`config.mk`:
```
export PLATFORM = sky130hd
export DESIGN_NAME = instr_fetch_unit
export DESIGN_NICKNAME = d
export VERILOG_FILES = /design/src/rtl/fetch_pkg.sv /design/src/rtl/fetch_queue.sv /design/src/rtl/instr_fetch_unit_chk.sv /design/src/rtl/instr_fetch_unit.sv
export SDC_FILE = /design/constraint.sdc
export NUM_CORES = 1
export LEC_CHECK = 0
export CAP_MARGIN = 20
export CORE_ASPECT_RATIO = 0.75
export CORE_MARGIN = 2
export CORE_UTILIZATION = 25
export DETAILED_ROUTE_END_ITERATION = 10
export RECOVER_POWER = 25
export SYNTH_ARGS = -nofsm -noshare
export SYNTH_HDL_FRONTEND = slang
export SYNTH_SLANG_ARGS = --single-unit
```
`constraint.sdc`:
```
create_clock -name i_clk -period 6.5 [get_ports i_clk]
set_clock_uncertainty 0.2 [all_clocks]
set_input_delay 1.95 -clock i_clk [delete_from_list [all_inputs] [get_ports i_clk]]
set_output_delay 1.95 -clock i_clk [all_outputs]
set_load 0.02 [all_outputs]
```
`src/rtl/fetch_pkg.sv`:
```
// ---------------------------------------------------------------------------
// fetch_pkg
// Shared types and constants for the instruction fetch stage.
//   XLEN          : address / instruction width
//   RESET_PC      : PC reported on the decode interface while empty after reset
//   fetch_entry_t : one queued instruction {data, pc, misalign}
//   is_misaligned : true when the low two PC bits are not zero
// ---------------------------------------------------------------------------
package fetch_pkg;

  localparam int XLEN = 32;
  localparam logic [XLEN-1:0] RESET_PC = 32'h0000_0000;

  typedef struct packed {
    logic [XLEN-1:0] data;
    logic [XLEN-1:0] pc;
    logic            misalign;
  } fetch_entry_t;

  function automatic logic is_misaligned(input logic [1:0] pc_lo);
    return (pc_lo != 2'b00);
  endfunction

endpackage

```
`src/rtl/fetch_queue.sv`:
```
// ---------------------------------------------------------------------------
// fetch_queue
// In-order circular buffer of fetch_entry_t.
//   i_clk, i_reset  : clock, synchronous active-high reset
//   i_clear         : drop every stored entry (redirect)
//   i_push/i_push_entry : write one entry at the tail (ignored when full)
//   i_pop           : retire the head entry (ignored when empty)
//   o_head          : entry at the head
//   o_full/o_empty  : status flags
//   o_count         : number of stored entries
// ---------------------------------------------------------------------------
module fetch_queue
  import fetch_pkg::*;
#(
  parameter int  DEPTH = 2,
  localparam int PTR_W = $clog2(DEPTH),
  localparam int CNT_W = $clog2(DEPTH) + 1
) (
  input  logic             i_clk,
  input  logic             i_reset,
  input  logic             i_clear,
  input  logic             i_push,
  input  fetch_entry_t     i_push_entry,
  input  logic             i_pop,
  output fetch_entry_t     o_head,
  output logic             o_full,
  output logic             o_empty,
  output logic [CNT_W-1:0] o_count
);

  fetch_entry_t     r_mem [DEPTH];
  logic [PTR_W-1:0] r_wr_ptr;
  logic [PTR_W-1:0] r_rd_ptr;
  logic [CNT_W-1:0] r_count;
  logic             w_push;
  logic             w_pop;

  assign o_full  = (r_count == CNT_W'(DEPTH));
  assign o_empty = (r_count == {CNT_W{1'b0}});
  assign w_push  = i_push && !o_full;
  assign w_pop   = i_pop && !o_empty;
  assign o_head  = r_mem[r_rd_ptr];
  assign o_count = r_count;

  // Pointer and count bookkeeping; DEPTH is a power of two so pointers wrap naturally.
  always_ff @(posedge i_clk) begin
    if (i_reset || i_clear) begin
      r_wr_ptr <= {PTR_W{1'b0}};
      r_rd_ptr <= {PTR_W{1'b0}};
      r_count  <= {CNT_W{1'b0}};
    end else begin
      if (w_push) begin
        r_wr_ptr <= r_wr_ptr + PTR_W'(1);
      end
      if (w_pop) begin
        r_rd_ptr <= r_rd_ptr + PTR_W'(1);
      end
      case ({w_push, w_pop})
        2'b10:   r_count <= r_count + CNT_W'(1);
        2'b01:   r_count <= r_count - CNT_W'(1);
        default: r_count <= r_count;
      endcase
    end
  end

  // Entry storage; cleared on reset so the head never shows stale power-up data.
  always_ff @(posedge i_clk) begin
    if (i_reset) begin
      for (int i = 0; i < DEPTH; i++) begin
        r_mem[i] <= '{data: {XLEN{1'b0}}, pc: {XLEN{1'b0}}, misalign: 1'b0};
      end
    end else if (w_push && !i_clear) begin
      r_mem[r_wr_ptr] <= i_push_entry;
    end
  end

endmodule

```
`src/rtl/instr_fetch_unit_chk.sv`:
```
// ---------------------------------------------------------------------------
// instr_fetch_unit_chk
// Protocol invariants of the fetch stage.
//   i_clk, i_reset : clock, synchronous active-high reset
//   i_push, i_full : queue write and full flag
//   i_pop, i_empty : queue read and empty flag
//   i_imem_en      : memory read strobe
//   i_pc_ready     : PC handshake ready
// ---------------------------------------------------------------------------
module instr_fetch_unit_chk (
  input logic i_clk,
  input logic i_reset,
  input logic i_push,
  input logic i_full,
  input logic i_pop,
  input logic i_empty,
  input logic i_imem_en,
  input logic i_pc_ready
);

  a_no_push_when_full: assert property (@(posedge i_clk) disable iff (i_reset)
    !(i_push && i_full));

  a_no_pop_when_empty: assert property (@(posedge i_clk) disable iff (i_reset)
    !(i_pop && i_empty));

  a_en_implies_ready: assert property (@(posedge i_clk) disable iff (i_reset)
    i_imem_en |-> i_pc_ready);

endmodule

```
`src/rtl/instr_fetch_unit.sv`:
```
// ---------------------------------------------------------------------------
// instr_fetch_unit
// Fetch stage between the PC and decode. Accepted PCs are issued to an
// instruction memory with 1-cycle read latency; responses are queued with
// their PC and presented to decode in order.
//   i_clk, i_reset        : clock, synchronous active-high reset
//   i_pc_addr/i_pc_valid/o_pc_ready : PC handshake
//   i_flush               : redirect, drops queued and in-flight fetches
//   o_imem_en/o_imem_addr : memory read strobe and word-aligned address
//   i_imem_rdata          : read data, one cycle after o_imem_en
//   o_inst_valid/i_inst_ready : decode handshake
//   o_inst_data/o_inst_pc/o_inst_misalign : head entry
//   o_occupancy           : queued entries plus in-flight request
// XLEN must match fetch_pkg::XLEN because the queue entry type uses it.
// ---------------------------------------------------------------------------
module instr_fetch_unit
  import fetch_pkg::*;
#(
  parameter int              DEPTH    = 2,
  parameter int              XLEN     = fetch_pkg::XLEN,
  parameter logic [XLEN-1:0] RESET_PC = fetch_pkg::RESET_PC,
  localparam int             CNT_W    = $clog2(DEPTH) + 1
) (
  input  logic             i_clk,
  input  logic             i_reset,
  input  logic [XLEN-1:0]  i_pc_addr,
  input  logic             i_pc_valid,
  output logic             o_pc_ready,
  input  logic             i_flush,
  output logic             o_imem_en,
  output logic [XLEN-1:0]  o_imem_addr,
  input  logic [XLEN-1:0]  i_imem_rdata,
  output logic             o_inst_valid,
  input  logic             i_inst_ready,
  output logic [XLEN-1:0]  o_inst_data,
  output logic [XLEN-1:0]  o_inst_pc,
  output logic             o_inst_misalign,
  output logic [CNT_W-1:0] o_occupancy
);

  logic             r_credit_ok;
  logic             r_inflight;
  logic [XLEN-1:0]  r_inflight_pc;
  logic             r_inflight_misalign;
  fetch_entry_t     r_hold;

  logic             w_accept;
  logic             w_push;
  logic             w_pop;
  logic             w_full;
  logic             w_empty;
  logic [CNT_W-1:0] w_count;
  logic [CNT_W-1:0] w_next_count;
  logic [CNT_W-1:0] w_next_occ;
  fetch_entry_t     w_push_entry;
  fetch_entry_t     w_head;
  fetch_entry_t     w_out;

  // Credit is registered, so a pop only frees a slot from the next cycle on.
  assign o_pc_ready   = r_credit_ok && !i_flush && !i_reset;
  assign w_accept     = i_pc_valid && o_pc_ready;
  assign o_imem_en    = w_accept;
  assign o_imem_addr  = {i_pc_addr[XLEN-1:2], 2'b00};

  // The response of a flushed request is dropped here.
  assign w_push       = r_inflight && !i_flush;
  assign w_pop        = o_inst_valid && i_inst_ready;
  assign o_inst_valid = !w_empty;
  assign w_push_entry = '{data: i_imem_rdata, pc: r_inflight_pc, misalign: r_inflight_misalign};

  fetch_queue #(
    .DEPTH(DEPTH)
  ) u_queue (
    .i_clk        (i_clk),
    .i_reset      (i_reset),
    .i_clear      (i_flush),
    .i_push       (w_push),
    .i_push_entry (w_push_entry),
    .i_pop        (w_pop),
    .o_head       (w_head),
    .o_full       (w_full),
    .o_empty      (w_empty),
    .o_count      (w_count)
  );

  // Next-cycle queue count and occupancy, from which the credit is registered.
  always_comb begin
    w_next_count = w_count;
    if (i_flush) begin
      w_next_count = {CNT_W{1'b0}};
    end else begin
      case ({w_push, w_pop})
        2'b10:   w_next_count = w_count + CNT_W'(1);
        2'b01:   w_next_count = w_count - CNT_W'(1);
        default: w_next_count = w_count;
      endcase
    end
    w_next_occ = w_next_count + CNT_W'(w_accept);
  end

  // Credit register: set while queued plus in-flight entries leave a free slot.
  always_ff @(posedge i_clk) begin
    if (i_reset) begin
      r_credit_ok <= 1'b1;
    end else begin
      r_credit_ok <= (w_next_occ < CNT_W'(DEPTH));
    end
  end

  // In-flight slot: PC and misalign flag of the request awaiting its response.
  always_ff @(posedge i_clk) begin
    if (i_reset) begin
      r_inflight          <= 1'b0;
      r_inflight_pc       <= {XLEN{1'b0}};
      r_inflight_misalign <= 1'b0;
    end else begin
      r_inflight <= w_accept;
      if (w_accept) begin
        r_inflight_pc       <= i_pc_addr;
        r_inflight_misalign <= is_misaligned(i_pc_addr[1:0]);
      end
    end
  end

  // Last shown head, so the decode outputs hold steady while the queue is empty.
  always_ff @(posedge i_clk) begin
    if (i_reset) begin
      r_hold <= '{data: {XLEN{1'b0}}, pc: RESET_PC, misalign: 1'b0};
    end else if (!w_empty) begin
      r_hold <= w_head;
    end
  end

  // Decode-side view: live head when available, held value otherwise.
  always_comb begin
    w_out = r_hold;
    if (!w_empty) begin
      w_out = w_head;
    end else begin
      w_out = r_hold;
    end
  end

  assign o_inst_data     = w_out.data;
  assign o_inst_pc       = w_out.pc;
  assign o_inst_misalign = w_out.misalign;
  assign o_occupancy     = w_count + CNT_W'(r_inflight);

  instr_fetch_unit_chk u_chk (
    .i_clk      (i_clk),
    .i_reset    (i_reset),
    .i_push     (w_push),
    .i_full     (w_full),
    .i_pop      (w_pop),
    .i_empty    (w_empty),
    .i_imem_en  (o_imem_en),
    .i_pc_ready (o_pc_ready)
  );

endmodule

```
# Yosys cells after proc, flatten, opt, wreduce, memory -nomap -nowiden

Memories as Yosys holds them, arrays and structs flattened. A register that Yosys moved wholly into a read port is not among the register bits.
Index checks and enable logic that the tools add are counted.

Bits in registers: 104
RAM bits: 130
Input port bits: 69
Output and inout bits: 102
Memories kept: 1

Memory list:

| memory        | depth | bits a word | read ports | clocked after memory_dff | write ports | RTL line          | text |
|---|---|---|---|---|---|---|---|
| u_queue.r_mem | 2     | 65          | 1          | 1                        | 2           | fetch_queue.sv:31 | `fetch_entry_t r_mem [DEPTH];` |

Add/sub/neg operators: 6
$lt $le $gt $ge: 1
Eq/ne operators: 5
Multiplexer cells: 14
Reduce and logical (&&, ||, !) cells: 17

Operators with widths:

| operator              | count |
|---|---|
| $mux W65              | 2 |
| $reduce_or A65 Y1     | 1 |
| $mux W1               | 9 |
| $logic_and A1 B1 Y1   | 8 |
| $pmux W2 S2           | 2 |
| $eq A2 B2 Y1 const B  | 3 |
| $add A2 B1 Y2         | 2 |
| $eq A2 B1 Y1 const B  | 2 |
| $logic_not A1 Y1      | 4 |
| $reduce_bool A2 Y1    | 2 |
| $add A1 B1 Y1 const B | 2 |
| $add A2 B1 Y2 const B | 1 |
| $logic_not A2 Y1      | 1 |
| $lt A2 B2 Y1 const B  | 1 |
| $mux W2               | 1 |
| $sub A2 B1 Y2 const B | 1 |
| $logic_or A1 B1 Y1    | 1 |

# Longest topological paths before layout

Gate-level depths: netlist (run 1).

Depth in word-level cells: 9
Gate-level depth with buffers: 10
Mapped depth without buffers: 9

# Cells and area by module

Synthesis (run 1) repeated with hierarchy kept, for this count alone.

Cells, all modules: 783
Area, all modules: 10,080.9 um2

By module, submodules not included:

| module           | times used | cells an instance | area each (um2) | sequential area each (um2) |
|---|---|---|---|---|
| fetch_queue      | 1          | 376               | 5,898.2         | 4,003.8 |
| instr_fetch_unit | 1          | 407               | 4,182.8         | 2,001.9 |

# Worst setup path after synthesis (run 1)

OpenSTA, ideal clock, no wires.

Path kind: input to register
Start point: input port i_flush
End point: memory u_queue.r_mem[0][0] (netlist name) (enable)
Setup time: 501 ps
Data arrival time: 5,285 ps
Slack: 513 ps
Cell stages on the path: 4
Path through: nand2b_1 -> inv_1 -> nand2b_1 -> o21bai_1

RTL lines:

| what            | RTL line               | text |
|---|---|---|
| start, declared | instr_fetch_unit.sv:29 | `input logic i_flush,` |
| end, declared   | fetch_queue.sv:31      |  |

# Worst setup path after layout (run 1)

Start point: input port i_flush
End point: output port o_pc_ready

Word-level cells in the longest chain between the ends: 3

RTL lines:

| what                             | RTL line               | text |
|---|---|---|
| $logic_not A1 Y1                 | instr_fetch_unit.sv:60 | `assign o_pc_ready = r_credit_ok && !i_flush && !i_reset;` |
| $logic_and A1 B1 Y1 (2 in a row) | instr_fetch_unit.sv:60 |  |
| end, declared                    | instr_fetch_unit.sv:28 | `output logic o_pc_ready,` |

No other way between the ends.

==> results.yml, run 1 <==
layout:
  fin_area_um2: 12600
  final_core_util: 0.320
  nets: 1060
  fillCellCount: 3992
  drive_above_1_share: 0.0845
  syn_to_final_growth_pct: 26.6
clock_tree:
  cts_root_buf: "clkbuf_16"
  cts.path.max_buffers: 3
  htree_levels: 1
  post-cts-setup-buffers: 0
  hold_buffers: 0
  clock_latency_ns: 0.55
  cts_resized: 0
  cts_tree: "done"
  cts_sinks: 235
  numCtsBuffers: 27
  cts.clk_slew.worst_paths_ns: 0.05
drt:
  antenna_left: 0
  drc: 0
  routed_wl_mm: 23.9
  vias: 6265
  vias_per_cell: 4.10
  wl_per_cell_um: 15.7
  dr.pass1.iters: 4
  drt_iter0_markers: 322
yosys:
  syn_inst: 856
  synth-seq-area-share: 0.603
  yosys-top-cells-area: "edfxtp_1, dfxtp_1, and2_1, mux2i_1, nand2_1"
  avgSynthCellArea_um2: 11.6
  syn-cell-area_um2: 9950
  synthFlopType: "edfxtp_1"
  synth_edf_count: 130
  synth_top_cell_area_share: 0.392
  async_flop_share: 0
  ys_ff_latch: 235
  yosysTopAreaCell: "edfxtp_1"
  synth_warnings: 0
  synth_cell_types: 35
critical_path:
  required_ns: 4.35
  timing.critical_path.to_type: "output port"
  r2r-end: "u_queue.r_mem[0][45]$_SDFFCE_PN0P_"
  startpoint_type: "primary input"
  reg2reg_depth: 5
  crit_type: "in -> out"
  crit_arrival_ns: 3.78
  reg2reg_from: "u_queue.o_count[0]$_SDFFE_PP0P_"
  rrSetupSlack_ns: 3.09
  crit_fanout: 7
power:
  power_density_nw_per_um2: 264
  fin_total_pwr_uw: 3320
  irDropWorstVdd_uv: 196
  power.static_leakage_uw: 0.00436
grt:
  track_usage: 0.115
  antenna_found_initial: 2
  grt_pass1_wl_mm: 36.3
  grt_max_degree: 66
  grt_pass1_vias: 6258
  grt.overflow.total: 0
sta:
  setup_violations: 0
  setup_tns_ns: 0
  slew_headroom: -1.41
  rsz0062_at_grt: "no"
  min_period_over_period: 0.913
  tightest_slew_ns: 3.61
  fin_crit_ns: 5.93
  hold_violations: 0
  fmax_ghz: 0.169
  maxSlewViolCount: 134
status:
  violations: "max-capacitance violations, max-slew violations"
  outcome: "complete, but fails checks"
place:
  io_buffers: 168
  place_area_um2: 11800
  routabilityCongestion: 0.711
  hpwlAfterDp_mm: 14.4
die:
  dieArea_um2: 41400
  pin_count: 171
  die_width_um: 234
  chipHeight_um: 177
  core_um2: 39400
  start_util: 0.253
  num_rows: 63
min_path:
  hp-class: "reg -> reg"
  holdPathEnd: "r_inflight_pc[12]$_SDFFE_PP0P_"
  holdPathStages: 2
  min_from: "r_inflight_pc[12]$_SDFFE_PP0P_"
job:
  maxCapViolations: 3
-- cells by family (layout without fill, tap and decap cells) --
kind of cell             count (synthesis)  in the layout  share of synthesized area
flip-flops                             235            235                      0.603
other                                    1              3                   0.000377
buffers and inverters                   92            241                     0.0679
AND/OR/NAND/NOR                        346            346                      0.186
multiplexers                            66             66                     0.0664
adder cells (fa/ha/maj)                  6              6                    0.00754
AO/OA/AOI/OAI                          105            105                     0.0644
XOR/XNOR                                 5              5                    0.00440
-- synthesized netlist by cell type, types with 2 or more instances --
master / n
clkbuf_2: 3
ha_1: 6
buf_8: 3
o21ai_0: 18
nand2_1: 131
clkbuf_1: 13
dfxtp_1: 105
nor2b_1: 64
xnor2_1: 2
nand2b_1: 2
nor2_1: 2
xor2_1: 3
and2b_1: 4
nor3_1: 6
o21ai_2: 27
and2_1: 131
buf_2: 12
buf_6: 14
inv_1: 7
a21oi_1: 32
o21bai_1: 3
buf_12: 2
buf_4: 37
o21ai_1: 23
edfxtp_1: 130
mux2i_1: 66
nor2_2: 2
-- layout make-up --
cell class	instances	area, um^2	share of cell area
repair buffers	183	1780	0.141
inverters	8	31.3	0.00248
well taps	520	651	0.0516
multi-input cells	530	3300	0.262
diodes	1	2.50	0.000199
flip-flops and latches	235	6010	0.477
clock buffers	36	719	0.0571
clock inverters	14	104	0.00824
-- layout by cell type, fill, tap and decap left out, types with 2 or more instances in the layout --
| cell type | n |
|---|---|
| o21ai_2 | 27 |
| nor2b_1 | 64 |
| clkbuf_16 | 27 |
| clkinvlp_4 | 3 |
| clkinv_1 | 5 |
| conb_1 | 2 |
| nor2_1 | 3 |
| o21bai_4 | 2 |
| clkdlybuf4s50_1 | 166 |
| clkbuf_1 | 11 |
| inv_1 | 7 |
| nor2_4 | 2 |
| nand2_1 | 131 |
| mux2i_1 | 66 |
| dfxtp_1 | 104 |
| nor3_1 | 6 |
| clkinv_2 | 4 |
| buf_4 | 13 |
| and2_1 | 131 |
| o21ai_1 | 23 |
| o21ai_0 | 18 |
| nand2b_1 | 2 |
| and2b_1 | 4 |
| ha_1 | 5 |
| a21oi_1 | 32 |
| xor2_1 | 3 |
| edfxtp_1 | 130 |
| xnor2_1 | 2 |
-- power breakdown --
group,leakage (uW),switching [uW],internal (uW)
clock network,0.000392,607,817
logic,0.00177,148,118
registers,0.00219,17.4,1620
-- flip-flops by register name, summed over array words and instances (netlist names), named ones only --
register / cells
u_queue.r_mem: 130
r_hold: 65
r_inflight_pc: 32
u_queue.o_count: 2
r_credit_ok: 1
r_inflight: 1
r_inflight_misalign: 1
u_queue.r_rd_ptr: 1
u_queue.r_wr_ptr: 1
-- critical path, stage by stage --
cell	delay, ns
dlygate4sd3_1	0.64
nor2_1	0.28
and2_1	0.27
clkdlybuf4s50_1	0.64
-- stage by stage --
stage | hold slack (ns) | instances | worst slack [ns]
after floorplan | 0.240 | 857 | 0.513
after global placement | 0.248 | 1476 | 0.745
after detailed placement | 0.252 | 1476 | 0.707
after CTS | 0.260 | 1526 | 0.705
after global routing | 0.285 | 1527 | 0.423
final | 0.256 | 1527 | 0.567
-- how the worst max path moves through the flow --
stage | from | endpoint | slack (ns)
2_1_floorplan | i_flush | u_queue.r_mem[0][0]$_SDFFCE_PN0P_ | 0.51
3_3_place_gp | i_flush | o_pc_ready | 0.75
3_5_place_dp | i_flush | o_pc_ready | 0.71
4_1_cts | i_flush | o_pc_ready | 0.70
5_1_grt | i_flush | o_imem_en | 0.42
6_report | i_flush | o_pc_ready | 0.57
-- per-layer routing --
layer	up-vias	share of wire	track usage
met5	-	0.00029	0
met4	2	0.027	0.0307
met3	40	0.054	0.0275
met2	133	0.46	0.190
met1	2967	0.46	0.151
li1	3123	-	-
Power figures use the tool's default switching activity.
==> run 2: changes to the inputs <==
- CORE_ASPECT_RATIO: 0.75 -> 0.6
==> run 2 against run 1 <==
  * The run still ends with max-capacitance violations, max-slew violations left
  * Sequential power about the same
  * Largest power group unchanged
  * Critical endpoint is now o_imem_en
  * Flip-flop and latch count unchanged
  * Global-route usage decreased by 0.23 points
==> results.yml, run 2 (synthesis results as in run 1) <==
grt:
  antenna_found_initial: 1
  track_usage: 0.113
  grt_pass1_vias: 6056
  grt.overflow.total: 0
  grt_max_degree: 69
  grt_pass1_wl_mm: 35.4
drt:
  routed_wl_mm: 23.7
  dr.pass1.iters: 4
  antenna_left: 0
  drt_iter0_markers: 383
  vias_per_cell: 4.06
  vias: 6179
  drc: 0
  wl_per_cell_um: 15.5
power:
  p_sw_uw: 767
  pwr-share-clk: 0.443
  power_density_nw_per_um2: 269
  power.static_leakage_uw: 0.00439
  p_comb_frac: 0.079
  p_int_uw: 2650
  swShare: 0.225
  irDropWorstVdd_uv: 140
  pwr-share-seq: 0.478
die:
  start_util: 0.254
  die_width_um: 262
  pin_count: 171
  core_um2: 39200
  num_rows: 56
  dieArea_um2: 41500
  chipHeight_um: 159
place:
  place_area_um2: 11800
  hpwlAfterDp_mm: 14.7
  routabilityCongestion: 0.731
  io_buffers: 168
clock_tree:
  numCtsBuffers: 25
  cts_sinks: 235
  htree_levels: 1
  cts_resized: 0
  hold_buffers: 0
  cts.clk_slew.worst_paths_ns: 0.06
  cts.path.max_buffers: 3
  cts_root_buf: "clkbuf_16"
  cts_tree: "done"
  clock_latency_ns: 0.53
  post-cts-setup-buffers: 0
critical_path:
  reg2reg_from: "u_queue.o_count[0]$_SDFFE_PP0P_"
  crit_arrival_ns: 3.87
  startpoint_type: "primary input"
  crit_type: "in -> out"
  required_ns: 4.35
  timing.critical_path.to_type: "output port"
  startpoint: "i_flush"
  crit_fanout: 7
sta:
  fmax_ghz: 0.166
  slew_headroom: -0.348
  setup_violations: 0
  maxSlewViolCount: 187
  hold_violations: 0
  rsz0062_at_grt: "no"
  min_period_over_period: 0.927
  setup_tns_ns: 0
  tightest_slew_ns: 2.02
  fin_crit_ns: 6.02
job:
  maxCapViolations: 5
layout:
  largest_register: "u_queue.r_mem"
  antennaDiodeCount: 0
  fillCellCount: 3919
  final_common_cell: "clkdlybuf4s50_1"
  reg_top3: "u_queue.r_mem: 130 flops, r_hold: 65 flops, r_inflight_pc: 32 flops"
  fin_area_um2: 12700
  syn_to_final_growth_pct: 27.5
  largest_reg_flops: 130
  nets: 1057
  layout_common_cells: "clkdlybuf4s50_1, nand2_1, edfxtp_1"
  drive_above_1_share: 0.0850
status:
  violations: "max-capacitance violations, max-slew violations"
  outcome: "complete, but fails checks"
min_path:
  hp-class: "reg -> reg"
  min_from: "r_inflight_pc[12]$_SDFFE_PP0P_"
==> run 2: metrics by stage <==
stage / instances / hold WS [ns] / worst slack, ns / utilization / power (uW)
6_report: 1522 / 0.260 / 0.477 / 0.324 / 3410
5_1_grt: 1522 / 0.282 / 0.392 / 0.324 / 3550
4_1_cts: 1520 / 0.261 / 0.725 / 0.324 / 3470
3_5_place_dp: 1475 / 0.253 / 0.730 / 0.301 / 1940
3_3_place_gp: 1475 / 0.247 / 0.752 / 0.301 / 1930
2_1_floorplan: 857 / 0.240 / 0.513 / - / 1810
==> run 2: layout make-up <==
class | instances | area, um^2 | share of cell area
repair buffers | 182 | 1840 | 0.145
clock buffers | 33 | 696 | 0.0548
well taps | 522 | 653 | 0.0515
clock inverters | 12 | 170 | 0.0134
flip-flops and latches | 235 | 6010 | 0.473
multi-input cells | 530 | 3300 | 0.260
inverters | 8 | 31.3 | 0.00246
==> run 2: power groups by stage <==
| stage | Sequential [uW] | Combinational [uW] | Clock, uW |
|---|---|---|---|
| final | 1630 | 268 | 1510 |
| after global routing | 1640 | 290 | 1630 |
| after detailed placement | 1660 | 274 | 0 |
| after global placement | 1660 | 272 | 0 |
| after floorplan | 1660 | 151 | 0 |
| after CTS | 1630 | 276 | 1560 |
==> run 2: metal layers <==
metal / vias up / GRT usage / routed length, um
li1: 3105 / - / -
met1: 2921 / 0.150 / 11400
met2: 122 / 0.187 / 10700
met3: 31 / 0.0288 / 1240
met4: 0 / 0.0214 / 358
met5: - / 0 / 0
==> run 2: critical path, stage by stage <==
cell             delay [ns]
dlygate4sd3_1          0.63
nor2_1                 0.39
nand3_4                0.17
clkinv_2               0.12
clkdlybuf4s50_1        0.60
==> run 2: path summary, 6_finish.rpt <==
| check | endpoint | slack, ns | depth (start not counted) |
|---|---|---|---|
| min reg2reg | r_inflight_pc[12]$_SDFFE_PP0P_ | 0.26 | 2 |
| max | o_imem_en | 0.48 | 5 |
| max reg2reg | u_queue.r_mem[0][31]$_SDFFCE_PN0P_ | 2.96 | 8 |
| min | r_inflight_pc[12]$_SDFFE_PP0P_ | 0.26 | 2 |
==> run 3: changes to the inputs <==
- SLEW_MARGIN: not set -> 40
==> run 3 against run 2 <==
  * The flow still finishes with violations (max-capacitance violations, max-slew violations)
  * Via count down 0.24%
  * Wire length decreased by 0.11%
  * Die area unchanged
  * Core utilization grew 0.064 points
  * Sequential power about the same
  * Final area rose by 0.20%
  * Worst setup slack better by 0.038 ns
  * Fmax up 0.64%
  * Sequential share of layout area down 0.093 points
  * Combinational power about the same
  * Largest power group unchanged
==> results.yml, run 3 (synthesis results as in run 1) <==
grt:
  antenna_found_initial: 1
  grt_util_met1: 0.150
  grt_util_met3: 0.0280
  grt.overflow.total: 0
  grt_pass1_vias: 6118
  grt_max_degree: 69
  grt_pass1_wl_mm: 35.5
  grtUsageMet2: 0.187
  busiest_layer: "met2"
  track_usage: 0.113
die:
  dieArea_um2: 41500
  die_width_um: 262
  start_util: 0.254
  core_um2: 39200
  chipHeight_um: 159
  num_rows: 56
  pin_count: 171
drt:
  antenna_left: 0
  vias: 6164
  dr.pass1.iters: 4
  routed_wl_mm: 23.6
  drt_iter0_markers: 324
  wl_per_cell_um: 15.5
  drc: 0
  vias_per_cell: 4.04
clock_tree:
  hold_buffers: 0
  cts_tree: "done"
  cts.path.max_buffers: 3
  post-cts-setup-buffers: 0
  numCtsBuffers: 24
  cts_sinks: 235
  cts_root_buf: "clkbuf_16"
  cts_resized: 0
  cts.clk_slew.worst_paths_ns: 0.06
  clock_latency_ns: 0.53
  htree_levels: 1
place:
  dp.cells: 1478
  hpwlAfterDp_mm: 15.0
  routabilityCongestion: 0.731
  io_buffers: 168
critical_path:
  timing.critical_path.to_type: "output port"
  crit_fanout: 7
  startpoint_type: "primary input"
  rrSetupSlack_ns: 3.04
  crit_arrival_ns: 3.83
  required_ns: 4.35
  crit_type: "in -> out"
layout:
  fillCellCount: 3893
  antennaDiodeCount: 0
  instances_no_fill: 1524
  reg_top3: "u_queue.r_mem: 130 flops, r_hold: 65 flops, r_inflight_pc: 32 flops"
  largest_register: "u_queue.r_mem"
  layout_common_cells: "clkdlybuf4s50_1, nand2_1, edfxtp_1"
  drive_above_1_share: 0.0858
  final_core_util: 0.325
  final_common_cell: "clkdlybuf4s50_1"
  syn_to_final_growth_pct: 27.8
  nets: 1059
  largest_reg_flops: 130
sta:
  min_period_over_period: 0.921
  slew_headroom: -0.279
  tightest_slew_ns: 1.92
  fin_crit_ns: 5.98
  setup_violations: 0
  hold_violations: 0
  rsz0062_at_grt: "no"
  fmax_ghz: 0.167
  setup_tns_ns: 0
  maxSlewViolCount: 166
job:
  maxCapViolations: 4
power:
  power_density_nw_per_um2: 266
  power.static_leakage_uw: 0.00441
  fin_total_pwr_uw: 3390
  irDropWorstVdd_uv: 131
min_path:
  hp-class: "reg -> reg"
status:
  outcome: "complete, but fails checks"
  violations: "max-capacitance violations, max-slew violations"
==> run 3: worst paths after layout <==
path | endpoint | cells after the start | from
worst max register to register | u_queue.r_mem[0][31]$_SDFFCE_PN0P_ | 8 | u_queue.o_count[0]$_SDFFE_PP0P_
worst max-delay path | o_imem_en | 5 | i_flush
worst min register to register | r_inflight_pc[12]$_SDFFE_PP0P_ | 2 | r_inflight_pc[12]$_SDFFE_PP0P_
worst min-delay path | r_inflight_pc[12]$_SDFFE_PP0P_ | 2 | r_inflight_pc[12]$_SDFFE_PP0P_
==> run 3: layout make-up <==
| type | count | area (um^2) | share of cell area |
|---|---|---|---|
| multi-input combinational | 530 | 3290 | 0.259 |
| timing repair buffer | 185 | 1870 | 0.147 |
| clock inverter | 4 | 68.8 | 0.00541 |
| clock buffer | 40 | 793 | 0.0624 |
| sequential | 235 | 6010 | 0.473 |
| tap | 522 | 653 | 0.0514 |
| inverter | 8 | 31.3 | 0.00246 |
==> run 3: per-stage QoR <==
step,instance area [um^2],hold WS [ns],worst slack [ns]
2_1_floorplan,9960,0.240,0.513
3_3_place_gp,11800,0.247,0.752
3_5_place_dp,11900,0.253,0.723
4_1_cts,12700,0.261,0.723
5_1_grt,12700,0.290,0.431
6_report,12700,0.262,0.515
==> run 3: metal layers <==
metal,vias to the layer above,wire [um]
li1,3104,-
met1,2890,11100
met2,143,10800
met3,27,1370
met4,0,400
met5,-,0
==> run 3: power breakdown <==
part,switching (uW),internal (uW),total (uW)
Clock,578,907,1490
Combinational,149,122,271
Sequential,16.5,1610,1630
Total,743,2640,3390
==> run 3: worst max-delay path: stages <==
cell	delay, ns
dlygate4sd3_1	0.64
nor2_1	0.36
nand3_4	0.16
clkinv_2	0.11
clkdlybuf4s50_1	0.60
